### src/rtl/mem_arb_pkg.sv
// mem_arb_pkg: shared state encoding and constants for the unified memory arbiter.
package mem_arb_pkg;
  typedef enum logic [2:0] {IDLE, IBUSY, DBUSY, IRESP, DRESP} arb_state_t;
  localparam int ARB_ERR_RDATA = 0;
endpackage

### src/rtl/arb_wait_timer.sv
// arb_wait_timer: counts stalled busy cycles and flags when the TIMEOUT bound is reached.
module arb_wait_timer #(
  parameter int TIMEOUT = 16
) (
  input  logic clk,
  input  logic reset,
  input  logic i_clr,
  input  logic i_en,
  output logic o_expired
);
  localparam int CW = TIMEOUT > 2 ? $clog2(TIMEOUT) : 1;
  logic [CW-1:0] r_cnt;
  assign o_expired = r_cnt == CW'(TIMEOUT - 1);
  always_ff @(posedge clk or posedge reset) begin
    if (reset) r_cnt <= '0;
    else if (i_clr) r_cnt <= '0;
    else if (i_en && !o_expired) r_cnt <= r_cnt + CW'(1);
  end
endmodule

### src/rtl/unified_mem_arbiter.sv
// unified_mem_arbiter: shares one single-ported memory between fetch and data ports,
// with a bounded wait per transaction and a cap on consecutive data grants.
module unified_mem_arbiter
  import mem_arb_pkg::*;
#(
  parameter int AW           = 32,
  parameter int DW           = 32,
  parameter int TIMEOUT      = 16,
  parameter int MAX_DATA_RUN = 4
) (
  input  logic          clk,
  input  logic          reset,
  input  logic          ireq,
  input  logic [AW-1:0] iaddr,
  output logic [DW-1:0] irdata,
  output logic          istall,
  input  logic          dreq,
  input  logic          dwe,
  input  logic          dbyte,
  input  logic [AW-1:0] daddr,
  input  logic [DW-1:0] dwdata,
  output logic [DW-1:0] drdata,
  output logic          dstall,
  output logic          mem_req,
  output logic          mem_we,
  output logic          mem_byte,
  output logic [AW-1:0] mem_addr,
  output logic [DW-1:0] mem_wdata,
  input  logic [DW-1:0] mem_rdata,
  input  logic          mem_ready,
  output logic          bus_err
);
  localparam int RW = $clog2(MAX_DATA_RUN + 1);
  arb_state_t    r_state;
  logic [RW-1:0] r_run;
  logic          w_busy, w_expired, w_run_full, w_dgrant;
  logic [DW-1:0] w_rdata;
  assign w_busy     = r_state == IBUSY || r_state == DBUSY;
  assign w_run_full = r_run >= RW'(MAX_DATA_RUN);
  assign w_dgrant   = dreq && !(ireq && w_run_full);
  assign w_rdata    = mem_ready ? mem_rdata : DW'(ARB_ERR_RDATA);
  assign istall     = ireq && r_state != IRESP;
  assign dstall     = dreq && r_state != DRESP;
  arb_wait_timer #(.TIMEOUT(TIMEOUT)) u_timer (
    .clk      (clk),
    .reset    (reset),
    .i_clr    (!w_busy || mem_ready),
    .i_en     (w_busy && !mem_ready),
    .o_expired(w_expired)
  );
  // A ready in the expiry cycle still wins over the abort.
  always_ff @(posedge clk or posedge reset) begin
    if (reset) begin
      r_state   <= IDLE;
      r_run     <= '0;
      mem_req   <= 1'b0;
      mem_we    <= 1'b0;
      mem_byte  <= 1'b0;
      mem_addr  <= '0;
      mem_wdata <= '0;
      irdata    <= '0;
      drdata    <= '0;
      bus_err   <= 1'b0;
    end else begin
      case (r_state)
        IDLE: begin
          if (!ireq) r_run <= '0;
          if (w_dgrant) begin
            r_state   <= DBUSY;
            mem_req   <= 1'b1;
            mem_we    <= dwe;
            mem_byte  <= dbyte;
            mem_addr  <= daddr;
            mem_wdata <= dwdata;
            if (ireq) r_run <= r_run + RW'(1);
          end else if (ireq) begin
            r_state   <= IBUSY;
            mem_req   <= 1'b1;
            mem_we    <= 1'b0;
            mem_byte  <= 1'b0;
            mem_addr  <= iaddr;
            mem_wdata <= '0;
            r_run     <= '0;
          end
        end
        IBUSY, DBUSY: begin
          if (mem_ready || w_expired) begin
            r_state <= r_state == IBUSY ? IRESP : DRESP;
            mem_req <= 1'b0;
            if (r_state == IBUSY) irdata <= w_rdata;
            else drdata <= w_rdata;
            if (!mem_ready) bus_err <= 1'b1;
          end
        end
        default: r_state <= IDLE;
      endcase
    end
  end
endmodule
### config.mk
export PLATFORM = sky130hd
export DESIGN_NAME = unified_mem_arbiter
export DESIGN_NICKNAME = d
export VERILOG_FILES = /design/src/rtl/mem_arb_pkg.sv /design/src/rtl/arb_wait_timer.sv /design/src/rtl/unified_mem_arbiter.sv
export SDC_FILE = /design/constraint.sdc
export NUM_CORES = 1
export LEC_CHECK = 0
export CAP_MARGIN = 20
export CORE_ASPECT_RATIO = 0.5
export CORE_MARGIN = 2
export CORE_UTILIZATION = 30
export CTS_CLUSTER_SIZE = 8
export DETAILED_ROUTE_END_ITERATION = 6
export MAX_ROUTING_LAYER = met4
export PLACE_DENSITY = 0.68
export SYNTH_ARGS = -nofsm -noshare
export SYNTH_HDL_FRONTEND = slang
export SYNTH_HIERARCHICAL = 1
export SYNTH_SLANG_ARGS = --single-unit
export TNS_END_PERCENT = 1
### constraint.sdc
create_clock -name clk -period 11 [get_ports clk]
set_clock_uncertainty 0.1 [all_clocks]
set_input_delay 2.2 -clock clk [delete_from_list [all_inputs] [get_ports clk]]
set_output_delay 2.2 -clock clk [all_outputs]
set_load 0.05 [all_outputs]
### Yosys cells after proc, flatten, opt, wreduce, memory -nomap -nowiden

Index checks and enable logic that the tools add are counted.

* flip-flop bits (word level): 142
* bits in latches: 0
* RAM bits: 0
* ROM bits: 0
* input port bits: 135
* output and inout bits: 134
* word-level logic and storage cells: 68
* memories: 0

* add/subtract/negate cells: 2
* multipliers: 0
* divide/modulo/power cells: 0
* order comparisons: 1
* equality and inequality tests: 7
* shift-type cells: 0
* muxes and demuxes: 21
* bitwise gates (word level): 2
* reductions and logical operators: 24

Operators by type and width (count)
* 32-bit 2-to-1 mux: 5
* 3-bit 2-to-1 mux: 6
* 3-bit AND reduction: 4
* 4-bit 2-to-1 mux: 2
* 1-bit logical AND: 6
* 1-bit 2-to-1 mux: 6
* 3-bit != test, second input constant: 2
* 3-bit case mux with 2 select lines: 1
* 2-bit nonzero test: 3
* 4-bit by 1-bit adder with 4-bit output, second input constant: 1
* 4-bit == test, second input constant: 1
* 1-bit zero test: 4
* 2-bit AND reduction: 2
* 3-bit by 1-bit adder with 3-bit output, second input constant: 1
* 3-bit by 1-bit == test with 1-bit output, second input constant: 1
* 3-bit by 2-bit == test with 1-bit output, second input constant: 1
* 3-bit >= comparator, second input constant: 1
* 3-bit zero test: 1
* 1-bit logical OR: 3
* 3-bit by 2-bit != test with 1-bit output, second input constant: 1
* 2-bit != test, second input constant: 1
* 1-bit inverter: 2
* 1-bit case mux with 2 select lines: 1
* 2-bit OR reduction: 1

### Depth between registers and ports, before layout

Gate-level depths: netlist (run 1).

* depth after elaboration: 6
* depth in mapped cells: 7
* depth with buffers taken out: 5

### Modules after synthesis

Netlist (run 1), hierarchy kept.

Modules (own cells, without submodules)
* unified_mem_arbiter: times used 1, cells an instance 382, area an instance 5413.9 um2, seq. area each 3453.3 um2
* arb_wait_timer: times used 1, cells an instance 21, area an instance 232.7 um2, seq. area each 100.1 um2

### Worst setup path after synthesis (run 1)

No wires, ideal clock.

* path type: in2out
* from: input port dreq
* to: output port dstall
* arrival: 3.339 ns
* data required time: 8.700 ns
* slack: 5.361 ns
* stages on the path: 1
* path buffers: 0
* path through: a21boi_0

* cells in the longest elaborated chain, start to end: 1

RTL lines
* start: declaration: RTL line unified_mem_arbiter.sv:17 `input logic dreq,`
* 1-bit logical AND: RTL line unified_mem_arbiter.sv:43 `assign dstall = dreq && r_state != DRESP;`
* end: declaration: RTL line unified_mem_arbiter.sv:23 `output logic dstall,`

Every way passes these cells.

### Worst setup path in the final report (run 1)

* from: input port ireq
* to: output port istall

* cells in the longest elaborated chain, start to end: 1

RTL lines
* start: declaration: RTL line unified_mem_arbiter.sv:13 `input logic ireq,`
* 1-bit logical AND: RTL line unified_mem_arbiter.sv:42 `assign istall = ireq && r_state != IRESP;`
* end: declaration: RTL line unified_mem_arbiter.sv:16 `output logic istall,`

Every way passes these cells.

==> metrics.txt, run 1 <==
# TYPE chip_impl_metric gauge
chip_impl_info{name="status",value="finished, final reports clean"} 1
chip_impl_metric{name="antenna_violations_before_repair",unit=""} 0
chip_impl_metric{name="hpwlAfterDp",unit="mm"} 11.8
chip_impl_metric{name="hold_violations",unit=""} 0
chip_impl_metric{name="n_fill_cell",unit=""} 1630
chip_impl_metric{name="cts.htree.levels",unit=""} 4
chip_impl_metric{name="post_synth.cell_area_avg",unit="sq um"} 14.0
chip_impl_metric{name="drive_gt1_share",unit="%"} 7.78
chip_impl_metric{name="core_area",unit="sq mm"} 0.0184
chip_impl_metric{name="route.antenna.remaining_nets",unit=""} 0
chip_impl_metric{name="transition_time_at_the_pin_with_the_least_slew_margin",unit="ns"} 0.845
chip_impl_info{name="end_kind",value="primary output"} 1
chip_impl_metric{name="drt-wirelength-per-cell",unit="um"} 18.5
chip_impl_metric{name="clk_pin_slew",unit="ns"} 0.06
chip_impl_metric{name="power.ir.vdd_worst",unit="uV"} 161
chip_impl_metric{name="cts_inserted_buffers",unit=""} 17
chip_impl_metric{name="worst-path-max-fanout",unit=""} 34
chip_impl_metric{name="power.total",unit="mW"} 3.26
chip_impl_info{name="clock-root-buffer",value="sky130_fd_sc_hd__clkbuf_16"} 1
chip_impl_metric{name="globalRoute.totalOverflow",unit=""} 0
chip_impl_info{name="worst_hold_path_type",value="reg2reg"} 1
chip_impl_metric{name="number_of_synthesis_warnings",unit=""} 6
chip_impl_metric{name="grt_start_max_net_pins",unit=""} 76
chip_impl_metric{name="number_of_global_route_vias_before_repair",unit=""} 4801
chip_impl_metric{name="clkSinkCount",unit=""} 142
chip_impl_metric{name="synth.net_count",unit=""} 540
chip_impl_metric{name="timing.max_cap.violations",unit=""} 0
chip_impl_info{name="netlist_top_cells_area",value="sky130_fd_sc_hd__dfrtp_1 (63%), sky130_fd_sc_hd__a22o_1 (15%), sky130_fd_sc_hd__a2bb2oi_1 (5.0%), sky130_fd_sc_hd__o32ai_1 (5.0%), sky130_fd_sc_hd__buf_6 (1.2%)"} 1
chip_impl_metric{name="finalMaxSlewViolations",unit=""} 0
chip_impl_metric{name="synthCells",unit=""} 403
chip_impl_info{name="cp_slowest_cell",value="sky130_fd_sc_hd__clkdlybuf4s50_1"} 1
chip_impl_metric{name="floorplan.die.height",unit="um"} 101
chip_impl_info{name="layout_commonest_cell",value="sky130_fd_sc_hd__clkdlybuf4s50_1"} 1
chip_impl_metric{name="max_slew_margin",unit="%"} 43.5
chip_impl_metric{name="synth_largest_type_area_fraction",unit="%"} 62.9
chip_impl_info{name="netlist.top_cell.by_area",value="sky130_fd_sc_hd__dfrtp_1"} 1
chip_impl_metric{name="setup_viol_count_final",unit=""} 0
chip_impl_metric{name="power.density_cell_area",unit="mW/mm^2"} 359
chip_impl_metric{name="final.period_utilization",unit="%"} 58.5
chip_impl_metric{name="final_core_util",unit="%"} 49.3
chip_impl_info{name="cts_tree",value="built"} 1
chip_impl_metric{name="worst_path_largest_cell_delay",unit="ns"} 0.83
chip_impl_metric{name="place.gp.congestion",unit=""} 0.850
chip_impl_metric{name="netlist_area",unit="sq mm"} 0.00565
chip_impl_metric{name="hold_bufs_inserted_after_cts",unit=""} 0
chip_impl_metric{name="synth.lib_cells_used.distinct",unit=""} 46
chip_impl_metric{name="yosys_register_bits",unit=""} 142
chip_impl_info{name="dominantRegCellSynth",value="sky130_fd_sc_hd__dfrtp_1"} 1
chip_impl_metric{name="source_to_sink_clock_delay_at_the_later_pin_of_the_worst_skew_pair",unit="ns"} 0.41
chip_impl_metric{name="pin_count",unit=""} 269
chip_impl_metric{name="row_count",unit=""} 35
chip_impl_info{name="critPathMostFrequentCell",value="sky130_fd_sc_hd__clkdlybuf4s50_1"} 1
chip_impl_info{name="layout.cells.most_common_list",value="sky130_fd_sc_hd__clkdlybuf4s50_1 (268), sky130_fd_sc_hd__dfrtp_1 (142), sky130_fd_sc_hd__a22o_1 (98)"} 1
chip_impl_metric{name="floorplan.initialDensity",unit="%"} 30.6
chip_impl_metric{name="grt_first_pass_wirelength",unit="mm"} 26.6
chip_impl_info{name="critPathLaunchType",value="primary input"} 1
chip_impl_metric{name="power.static_leakage",unit="nW"} 3.85
chip_impl_metric{name="post-cts-setup-buffers",unit=""} 0
chip_impl_metric{name="chipWidth",unit="um"} 198
chip_impl_metric{name="path_buf_inv",unit=""} 3
chip_impl_metric{name="die_area",unit="sq mm"} 0.0200
chip_impl_metric{name="synth_enable_flop_cells",unit=""} 0
chip_impl_info{name="unrepaired_setup_endpoints_after_global_routing",value="no"} 1
chip_impl_info{name="timing.setup.critical_path_class",value="in2out"} 1
chip_impl_metric{name="antenna_cells",unit=""} 0
chip_impl_metric{name="drt_first_pass_iters",unit=""} 7
chip_impl_metric{name="period_needed",unit="ns"} 6.43
chip_impl_metric{name="asyncSetResetFlopFracSynth",unit="%"} 100
chip_impl_metric{name="cts.path.max_buffers",unit=""} 2
chip_impl_metric{name="remaining_drc_errors",unit=""} 0
chip_impl_metric{name="fin_nets",unit=""} 792
chip_impl_metric{name="grt_overall_usage",unit="%"} 17.7
chip_impl_metric{name="tns",unit="ns"} 0
chip_impl_metric{name="area_growth_syn_to_layout",unit="%"} 60.8
chip_impl_info{name="path_cells",value="clkdlybuf4s50_1 > inv_2 > a31oi_1 > clkdlybuf4s50_1"} 1
chip_impl_metric{name="cts-resized-gates",unit=""} 0
chip_impl_metric{name="drt_iter0_markers",unit=""} 187
chip_impl_metric{name="wirelength",unit="mm"} 17.2
chip_impl_metric{name="port-buffer-count",unit=""} 268
chip_impl_metric{name="drt-vias-per-instance",unit=""} 4.95
chip_impl_metric{name="route.vias.total",unit=""} 4588
chip_impl_metric{name="max_fclk",unit="MHz"} 155
chip_impl_metric{name="critPathArrivalTime",unit="ns"} 4.13
chip_impl_info{name="cpLargestDelayFamily",value="buffers and inverters"} 1
chip_impl_metric{name="timing.critical_path.required",unit="ns"} 8.70
chip_impl_metric{name="synth-seq-area-share",unit="%"} 62.9
Yosys cell counts, types with 2 or more instances:
| master | count |
|---|---|
| sky130_fd_sc_hd__inv_1 | 4 |
| sky130_fd_sc_hd__inv_2 | 2 |
| sky130_fd_sc_hd__a2bb2oi_1 | 32 |
| sky130_fd_sc_hd__buf_1 | 3 |
| sky130_fd_sc_hd__a22o_1 | 98 |
| sky130_fd_sc_hd__dfrtp_1 | 142 |
| sky130_fd_sc_hd__nand2b_1 | 2 |
| sky130_fd_sc_hd__nor2b_1 | 2 |
| sky130_fd_sc_hd__ha_1 | 2 |
| sky130_fd_sc_hd__nor3_1 | 2 |
| sky130_fd_sc_hd__clkbuf_1 | 15 |
| sky130_fd_sc_hd__nand2_1 | 4 |
| sky130_fd_sc_hd__o32ai_1 | 32 |
| sky130_fd_sc_hd__nor2_1 | 6 |
| sky130_fd_sc_hd__o21ai_0 | 2 |
| sky130_fd_sc_hd__nor2_4 | 2 |
| sky130_fd_sc_hd__buf_4 | 4 |
| sky130_fd_sc_hd__o21ai_1 | 2 |
| sky130_fd_sc_hd__buf_8 | 3 |
| sky130_fd_sc_hd__buf_6 | 6 |
| sky130_fd_sc_hd__a21oi_1 | 2 |
| sky130_fd_sc_hd__buf_2 | 12 |
flip-flops by register name, indices dropped and copies added (netlist names), 3 cells and up:
register,cells
irdata,32
r_state,3
mem_wdata,32
r_run,3
drdata,32
mem_addr,32
u_timer/r_cnt,4
through the flow:
stage               hold slack (ns)  area (sq um)  worst slack, ns  cells
detailed placement            0.347          8470             4.58    894
CTS                           0.361          9070             4.57    926
global route                  0.385          9080             4.48    927
global placement              0.343          8450             4.59    893
finish                        0.355          9080             4.57    927
floorplan                     0.361          5650             5.00    403
worst paths after layout:
kind | from | end | slack, ns | depth (start not counted)
min in group asynchronous | reset | u_timer/r_cnt[2] | 2.00 | 2
min reg2reg | bus_err | bus_err | 0.36 | 1
max in group asynchronous | reset | mem_wdata[23] | 7.32 | 3
max reg2reg | r_state[1] | mem_req | 8.72 | 3
max | ireq | istall | 4.57 | 4
min | bus_err | bus_err | 0.36 | 1
final cells by class:
type / count / area [sq um] / area share, %
multi-input combinational: 212 / 1820 / 20.1
tap: 259 / 324 / 3.57
inverter: 6 / 27.5 / 0.303
clock inverter: 12 / 161 / 1.78
sequential: 142 / 3550 / 39.1
timing repair buffer: 276 / 2760 / 30.4
clock buffer: 20 / 437 / 4.81
cells by family (layout without fill, tap and decap cells):
family,Yosys count,after routing,share of synthesized area [%]
multiplexers,2,2,0.443
buffers and inverters,49,314,5.18
adder cells (fa/ha/maj),2,2,0.443
XOR/XNOR,1,1,0.155
AO/OA/AOI/OAI,177,177,27.0
AND/OR/NAND/NOR,30,30,3.88
flip-flops,142,142,62.9
layer usage:
| metal | global-route usage, % | wire length (um) | vias up |
|---|---|---|---|
| li1 | - | - | 2105 |
| met1 | 21.3 | 7460 | 2334 |
| met2 | 30.4 | 8830 | 128 |
| met3 | 3.35 | 580 | 21 |
| met4 | 5.96 | 287 | 0 |
| met5 | - | 0 | - |
power by group:
part / total, mW / switching [mW] / internal, mW / leakage, nW
Combinational: 1.78 / 1.13 / 0.646 / 1.83
Sequential: 0.897 / 0.146 / 0.751 / 1.74
Clock: 0.585 / 0.226 / 0.359 / 0.281
Total: 3.26 / 1.50 / 1.76 / 3.85
Power figures use the tool's default switching activity.
==> run 2: changes to the inputs <==
PLACE_DENSITY = 0.7   (was 0.68)
clock period = 5.3 ns   (was 11 ns; I/O delays follow)
==> run 2 against run 1 <==
- register-to-register slack lost 5.7 ns
- via count grew 0.39%
- largest power group unchanged
- hold slack gained 0.0066 ns
- largest cell class unchanged
- critical path type unchanged
==> metrics.txt, run 2 (same netlist as run 1, synthesis figures left out) <==
# TYPE chip_impl_metric gauge
chip_impl_info{name="status",value="finished, final reports clean"} 1
chip_impl_info{name="layout_commonest_cell",value="sky130_fd_sc_hd__clkdlybuf4s50_1"} 1
chip_impl_info{name="critPathLaunchType",value="primary input"} 1
chip_impl_metric{name="core_area",unit="sq mm"} 0.0184
chip_impl_metric{name="antenna_cells",unit=""} 0
chip_impl_metric{name="multi_input_comb_area",unit="sq mm"} 0.00182
chip_impl_metric{name="drt_iter0_markers",unit=""} 232
chip_impl_metric{name="drt_first_pass_iters",unit=""} 4
chip_impl_metric{name="floorplan.initialDensity",unit="%"} 30.6
chip_impl_metric{name="floorplan.die.height",unit="um"} 101
chip_impl_metric{name="transition_time_at_the_pin_with_the_least_slew_margin",unit="ns"} 0.840
chip_impl_metric{name="clk_pin_slew",unit="ns"} 0.06
chip_impl_metric{name="hold_violations",unit=""} 0
chip_impl_metric{name="post-cts-setup-buffers",unit=""} 0
chip_impl_metric{name="source_to_sink_clock_delay_at_the_later_pin_of_the_worst_skew_pair",unit="ns"} 0.41
chip_impl_metric{name="chipWidth",unit="um"} 198
chip_impl_metric{name="hpwlAfterDp",unit="mm"} 12.0
chip_impl_metric{name="cts.htree.levels",unit=""} 4
chip_impl_metric{name="cts_inserted_buffers",unit=""} 17
chip_impl_metric{name="cts-resized-gates",unit=""} 0
chip_impl_metric{name="cts.path.max_buffers",unit=""} 2
chip_impl_metric{name="route.vias.total",unit=""} 4606
chip_impl_metric{name="power.density_cell_area",unit="mW/mm^2"} 748
chip_impl_metric{name="pin_count",unit=""} 269
chip_impl_metric{name="drive_gt1_share",unit="%"} 8.37
chip_impl_info{name="end_kind",value="primary output"} 1
chip_impl_metric{name="grt_start_max_net_pins",unit=""} 114
chip_impl_metric{name="n_fill_cell",unit=""} 1635
chip_impl_info{name="reg2reg_from",value="r_state[1]"} 1
chip_impl_info{name="cts_tree",value="built"} 1
chip_impl_metric{name="number_of_global_route_vias_before_repair",unit=""} 4928
chip_impl_metric{name="power.ir.vdd_worst",unit="uV"} 284
chip_impl_metric{name="total_instance_count_after_detailed_placement",unit=""} 894
chip_impl_info{name="worst_hold_path_type",value="reg2reg"} 1
chip_impl_metric{name="non_filler_cells_final",unit=""} 928
chip_impl_metric{name="row_count",unit=""} 35
chip_impl_metric{name="port-buffer-count",unit=""} 268
chip_impl_metric{name="place.gp.congestion",unit=""} 0.791
chip_impl_metric{name="grt_overall_usage",unit="%"} 18.1
chip_impl_metric{name="wirelength",unit="mm"} 17.6
chip_impl_metric{name="final.period_utilization",unit="%"} 78.7
chip_impl_info{name="min-delay-start",value="bus_err"} 1
chip_impl_metric{name="fin_nets",unit=""} 793
chip_impl_info{name="clock-root-buffer",value="sky130_fd_sc_hd__clkbuf_16"} 1
chip_impl_metric{name="remaining_drc_errors",unit=""} 0
chip_impl_metric{name="ff_latch_area",unit="sq mm"} 0.00355
chip_impl_info{name="timing.setup.critical_path_class",value="in2out"} 1
chip_impl_metric{name="timing.max_cap.violations",unit=""} 0
chip_impl_metric{name="critPathArrivalTime",unit="ns"} 3.01
chip_impl_info{name="layout.cells.most_common_list",value="sky130_fd_sc_hd__clkdlybuf4s50_1 (268), sky130_fd_sc_hd__dfrtp_1 (142), sky130_fd_sc_hd__a22o_1 (98)"} 1
chip_impl_metric{name="drt-wirelength-per-cell",unit="um"} 18.9
chip_impl_metric{name="max_fclk",unit="MHz"} 240
chip_impl_metric{name="antenna_violations_before_repair",unit=""} 0
chip_impl_metric{name="power.static_leakage",unit="nW"} 3.91
chip_impl_metric{name="setup_viol_count_final",unit=""} 0
chip_impl_info{name="setup.worst_path.start",value="ireq"} 1
chip_impl_metric{name="finalMaxSlewViolations",unit=""} 0
chip_impl_metric{name="worst-path-max-fanout",unit=""} 34
chip_impl_metric{name="max_slew_margin",unit="%"} 43.9
chip_impl_metric{name="grt_first_pass_wirelength",unit="mm"} 27.2
chip_impl_metric{name="clkSinkCount",unit=""} 142
chip_impl_metric{name="hold_bufs_inserted_after_cts",unit=""} 0
chip_impl_metric{name="area_growth_syn_to_layout",unit="%"} 62.8
chip_impl_metric{name="drt-vias-per-instance",unit=""} 4.96
chip_impl_metric{name="tns",unit="ns"} 0
chip_impl_info{name="unrepaired_setup_endpoints_after_global_routing",value="no"} 1
chip_impl_metric{name="globalRoute.totalOverflow",unit=""} 0
chip_impl_metric{name="period_needed",unit="ns"} 4.17
chip_impl_metric{name="die_area",unit="sq mm"} 0.0200
chip_impl_metric{name="timing.critical_path.required",unit="ns"} 4.14
chip_impl_metric{name="placement.cell_area",unit="sq mm"} 0.00848
chip_impl_metric{name="final_area",unit="sq mm"} 0.00919
chip_impl_metric{name="route.antenna.remaining_nets",unit=""} 0
==> run 2: changes by cell type in the layout (fill, tap and decap cells not counted) <==
cell,before,now
sky130_fd_sc_hd__buf_16,0,3
sky130_fd_sc_hd__buf_8,2,0
sky130_fd_sc_hd__bufinv_16,3,4
sky130_fd_sc_hd__clkbuf_1,3,0
sky130_fd_sc_hd__clkbuf_8,0,2
sky130_fd_sc_hd__clkinv_2,1,0
sky130_fd_sc_hd__clkinv_4,3,2
sky130_fd_sc_hd__clkinvlp_4,3,2
sky130_fd_sc_hd__inv_6,3,4
sky130_fd_sc_hd__inv_8,0,2
==> run 2: area by class of cell <==
cell class	instances	share of cell area [%]
clock buffer	19	4.93
tap	259	3.53
multi-input combinational	212	19.8
clock inverter	13	2.19
timing repair buffer	277	30.6
inverter	6	0.299
sequential	142	38.7
==> run 2: worst max-delay path, stage by stage <==
cell	delay [ns]
sky130_fd_sc_hd__clkdlybuf4s50_1	0.59
sky130_fd_sc_hd__inv_2	0.29
sky130_fd_sc_hd__a31oi_1	0.24
sky130_fd_sc_hd__clkdlybuf4s50_1	0.83
==> run 2: metal layers <==
metal | vias up | wire length (um) | global-route usage [%]
met1 | 2345 | 7490 | 21.3
met3 | 40 | 513 | 3.81
li1 | 2102 | - | -
met4 | 0 | 584 | 7.98
met5 | - | 0 | -
met2 | 119 | 8990 | 30.4
==> run 2: power by group <==
| group | total (mW) | switching, mW | internal [mW] | leakage [nW] |
|---|---|---|---|---|
| combinational | 3.71 | 2.36 | 1.35 | 1.85 |
| sequential | 1.85 | 0.296 | 1.56 | 1.74 |
| clock | 1.32 | 0.489 | 0.827 | 0.315 |
==> run 2: per-stage QoR <==
| stage | power (mW) | util (%) | worst slack [ns] | hold WS (ns) |
|---|---|---|---|---|
| after floorplan | 4.32 | - | 0.444 | 0.361 |
| after global routing | 7.16 | 49.9 | 1.04 | 0.412 |
| final | 6.88 | 49.9 | 1.13 | 0.362 |
| after global placement | 5.54 | 45.9 | 1.18 | 0.344 |
| after CTS | 6.94 | 49.6 | 1.12 | 0.369 |
| after detailed placement | 5.58 | 46.0 | 1.14 | 0.349 |
==> run 2: path summary, 6_finish.rpt <==
| path | to | slack, ns | cells after the start |
|---|---|---|---|
| worst max-delay path | istall | 1.13 | 4 |
| worst min-delay path | bus_err | 0.36 | 1 |
| worst max register to register | mem_req | 3.03 | 3 |
| worst min register to register | bus_err | 0.36 | 1 |
| max in group asynchronous | mem_wdata[2] | 3.16 | 4 |
| min in group asynchronous | mem_addr[26] | 0.87 | 2 |
==> run 3: changes to the inputs <==
clock period = 3.4 ns   (was 5.3 ns; I/O delays follow)
==> run 3 against run 2 <==
- setup slack worse by 0.29 ns
- combinational power increased by 56%
- power grew 53%
- hold slack improved by 0.0050 ns
- global-route usage up 0.069 points
- final cell count increased by 0.11%
- utilization down 0.48 points
- clock power grew 39%
- critical path type unchanged
- largest power group unchanged
==> metrics.txt, run 3 (same netlist as run 1, synthesis figures left out) <==
# TYPE chip_impl_metric gauge
chip_impl_info{name="status",value="finished, final reports clean"} 1
chip_impl_metric{name="route.vias.total",unit=""} 4630
chip_impl_metric{name="gr-usage-met2",unit="%"} 30.4
chip_impl_metric{name="pin_count",unit=""} 269
chip_impl_metric{name="power.static_leakage",unit="nW"} 3.87
chip_impl_metric{name="power.combinational.fraction",unit="%"} 55.0
chip_impl_metric{name="total_instance_count_after_detailed_placement",unit=""} 898
chip_impl_metric{name="grt_start_max_net_pins",unit=""} 86
chip_impl_metric{name="drt_first_pass_iters",unit=""} 4
chip_impl_metric{name="antenna_cells",unit=""} 0
chip_impl_metric{name="timing.max_cap.violations",unit=""} 0
chip_impl_metric{name="floorplan.die.height",unit="um"} 101
chip_impl_metric{name="timing.reg2reg.worst_path_depth",unit=""} 3
chip_impl_metric{name="power.switching",unit="mW"} 4.89
chip_impl_metric{name="number_of_global_route_vias_before_repair",unit=""} 4862
chip_impl_info{name="layout.cells.most_common_list",value="sky130_fd_sc_hd__clkdlybuf4s50_1 (266), sky130_fd_sc_hd__dfrtp_1 (142), sky130_fd_sc_hd__a22o_1 (98)"} 1
chip_impl_metric{name="tns",unit="ns"} 0
chip_impl_metric{name="n_fill_cell",unit=""} 1603
chip_impl_metric{name="post-cts-setup-buffers",unit=""} 0
chip_impl_metric{name="power.ir.vdd_worst",unit="uV"} 474
chip_impl_metric{name="internal_power",unit="mW"} 5.63
chip_impl_metric{name="max_fclk",unit="MHz"} 391
chip_impl_metric{name="placement.cell_area",unit="sq mm"} 0.00852
chip_impl_metric{name="setup_viol_count_final",unit=""} 0
chip_impl_info{name="path_cells",value="clkdlybuf4s50_1 > inv_2 > a31oi_1 > buf_12"} 1
chip_impl_metric{name="whs_path_depth",unit=""} 1
chip_impl_info{name="unrepaired_setup_endpoints_after_global_routing",value="no"} 1
chip_impl_metric{name="place.gp.congestion",unit=""} 0.807
chip_impl_metric{name="final_core_util",unit="%"} 49.4
chip_impl_metric{name="power_frac_clock",unit="%"} 17.5
chip_impl_metric{name="max_slew_margin",unit="%"} 42.8
chip_impl_metric{name="cts-resized-gates",unit=""} 0
chip_impl_metric{name="finalMaxSlewViolations",unit=""} 0
chip_impl_metric{name="area_growth_syn_to_layout",unit="%"} 61.2
chip_impl_metric{name="source_to_sink_clock_delay_at_the_later_pin_of_the_worst_skew_pair",unit="ns"} 0.40
chip_impl_metric{name="drt-wirelength-per-cell",unit="um"} 19.1
chip_impl_metric{name="wirelength",unit="mm"} 17.7
chip_impl_info{name="timing.setup.critical_path_class",value="in2out"} 1
chip_impl_metric{name="hold_violations",unit=""} 0
chip_impl_metric{name="fin_nets",unit=""} 795
chip_impl_metric{name="timing.critical_path.required",unit="ns"} 2.62
chip_impl_info{name="critPathLaunchType",value="primary input"} 1
chip_impl_metric{name="die_area",unit="sq mm"} 0.0200
chip_impl_metric{name="final_area",unit="sq mm"} 0.00910
chip_impl_metric{name="multi_input_comb_area",unit="sq mm"} 0.00182
chip_impl_metric{name="antenna_violations_before_repair",unit=""} 0
chip_impl_metric{name="final.period_utilization",unit="%"} 75.2
chip_impl_metric{name="worst_path_largest_cell_delay",unit="ns"} 0.61
chip_impl_info{name="cts_tree",value="built"} 1
chip_impl_metric{name="grt_overall_usage",unit="%"} 18.2
chip_impl_metric{name="core_area",unit="sq mm"} 0.0184
chip_impl_metric{name="groute.layer.met3.usage",unit="%"} 2.71
chip_impl_metric{name="drive_gt1_share",unit="%"} 8.81
chip_impl_metric{name="cts_inserted_buffers",unit=""} 17
chip_impl_metric{name="row_count",unit=""} 35
chip_impl_metric{name="power.sequential.fraction",unit="%"} 27.6
chip_impl_metric{name="critPathArrivalTime",unit="ns"} 1.78
chip_impl_info{name="worst_hold_path_type",value="reg2reg"} 1
chip_impl_metric{name="cts.path.max_buffers",unit=""} 2
chip_impl_metric{name="switching_share",unit="%"} 46.5
chip_impl_info{name="clock-root-buffer",value="sky130_fd_sc_hd__clkbuf_16"} 1
chip_impl_metric{name="power.density_cell_area",unit="mW/mm^2"} 1160
chip_impl_metric{name="worst-path-max-fanout",unit=""} 6
chip_impl_metric{name="drt_iter0_markers",unit=""} 289
chip_impl_metric{name="clk_pin_slew",unit="ns"} 0.06
chip_impl_metric{name="hold_bufs_inserted_after_cts",unit=""} 0
chip_impl_info{name="layout_commonest_cell",value="sky130_fd_sc_hd__clkdlybuf4s50_1"} 1
chip_impl_metric{name="floorplan.initialDensity",unit="%"} 30.6
chip_impl_metric{name="chipWidth",unit="um"} 198
chip_impl_metric{name="transition_time_at_the_pin_with_the_least_slew_margin",unit="ns"} 0.855
chip_impl_metric{name="non_filler_cells_final",unit=""} 929
chip_impl_metric{name="remaining_drc_errors",unit=""} 0
chip_impl_metric{name="clkSinkCount",unit=""} 142
chip_impl_metric{name="period_needed",unit="ns"} 2.56
chip_impl_metric{name="globalRoute.totalOverflow",unit=""} 0
chip_impl_metric{name="ff_latch_area",unit="sq mm"} 0.00355
chip_impl_metric{name="port-buffer-count",unit=""} 268
chip_impl_info{name="globalRoute.busiestLayer",value="met2"} 1
chip_impl_metric{name="hpwlAfterDp",unit="mm"} 12.4
chip_impl_metric{name="grt_first_pass_wirelength",unit="mm"} 27.2
chip_impl_metric{name="drt-vias-per-instance",unit=""} 4.98
chip_impl_metric{name="cts.htree.levels",unit=""} 4
chip_impl_metric{name="use_met1",unit="%"} 22.1
chip_impl_info{name="end_kind",value="primary output"} 1
chip_impl_info{name="cp_slowest_cell",value="sky130_fd_sc_hd__clkdlybuf4s50_1"} 1
chip_impl_metric{name="route.antenna.remaining_nets",unit=""} 0
-- run 3: changes by cell type in the layout (fill, tap and decap cells not counted), sizes merged --
cell,delta
bufinv,-2
clkinv,+4
clkdlybuf4s50,-2
clkbuf,-1
clkinvlp,+2
inv,-4
buf,+4
-- run 3: layout make-up --
class / instances / share of cell area [%]
clock inverters: 13 / 1.55
flip-flops and latches: 142 / 39.0
repair buffers: 279 / 30.7
inverters: 6 / 0.289
multi-input cells: 212 / 20.0
well taps: 259 / 3.56
clock buffers: 18 / 4.82
-- run 3: worst paths after layout --
path / from / endpoint / slack [ns]
setup / recovery: ireq / istall / 0.84
hold / removal: bus_err / bus_err / 0.37
setup reg to reg: r_state[1] / mem_wdata[29] / 1.13
hold reg to reg: bus_err / bus_err / 0.37
max in group asynchronous: reset / mem_wdata[24] / 2.10
min in group asynchronous: reset / u_timer/r_cnt[0] / 0.48
-- run 3: layer usage --
| layer | vias up | part of all wire (%) |
|---|---|---|
| met4 | 0 | 3.2 |
| li1 | 2096 | - |
| met3 | 42 | 2.4 |
| met5 | - | 0 |
| met1 | 2360 | 42 |
| met2 | 132 | 53 |
-- run 3: metrics by stage --
step                power [mW]  hold slack (ns)  worst slack [ns]
finish                    10.5            0.367             0.843
global placement          8.66            0.345             0.813
floorplan                 6.73            0.346             0.801
detailed placement        8.71            0.347             0.778
global route              10.9            0.379             0.785
CTS                       10.6            0.368             0.840
-- run 3: worst max-delay path, delay by kind of cell --
kind | cells | cell delay (ns)
AOI/OAI and AO/OA | 1 | 0.25
buffers and inverters | 3 | 0.85
-- run 3: power groups by stage --
stage	combinational, mW	clock (mW)	sequential [mW]
detailed placement	5.82	0	2.89
floorplan	1.46	0	5.27
finish	5.78	1.84	2.90
global route	6.00	1.96	2.99
global placement	5.76	0	2.90
CTS	5.83	1.89	2.89
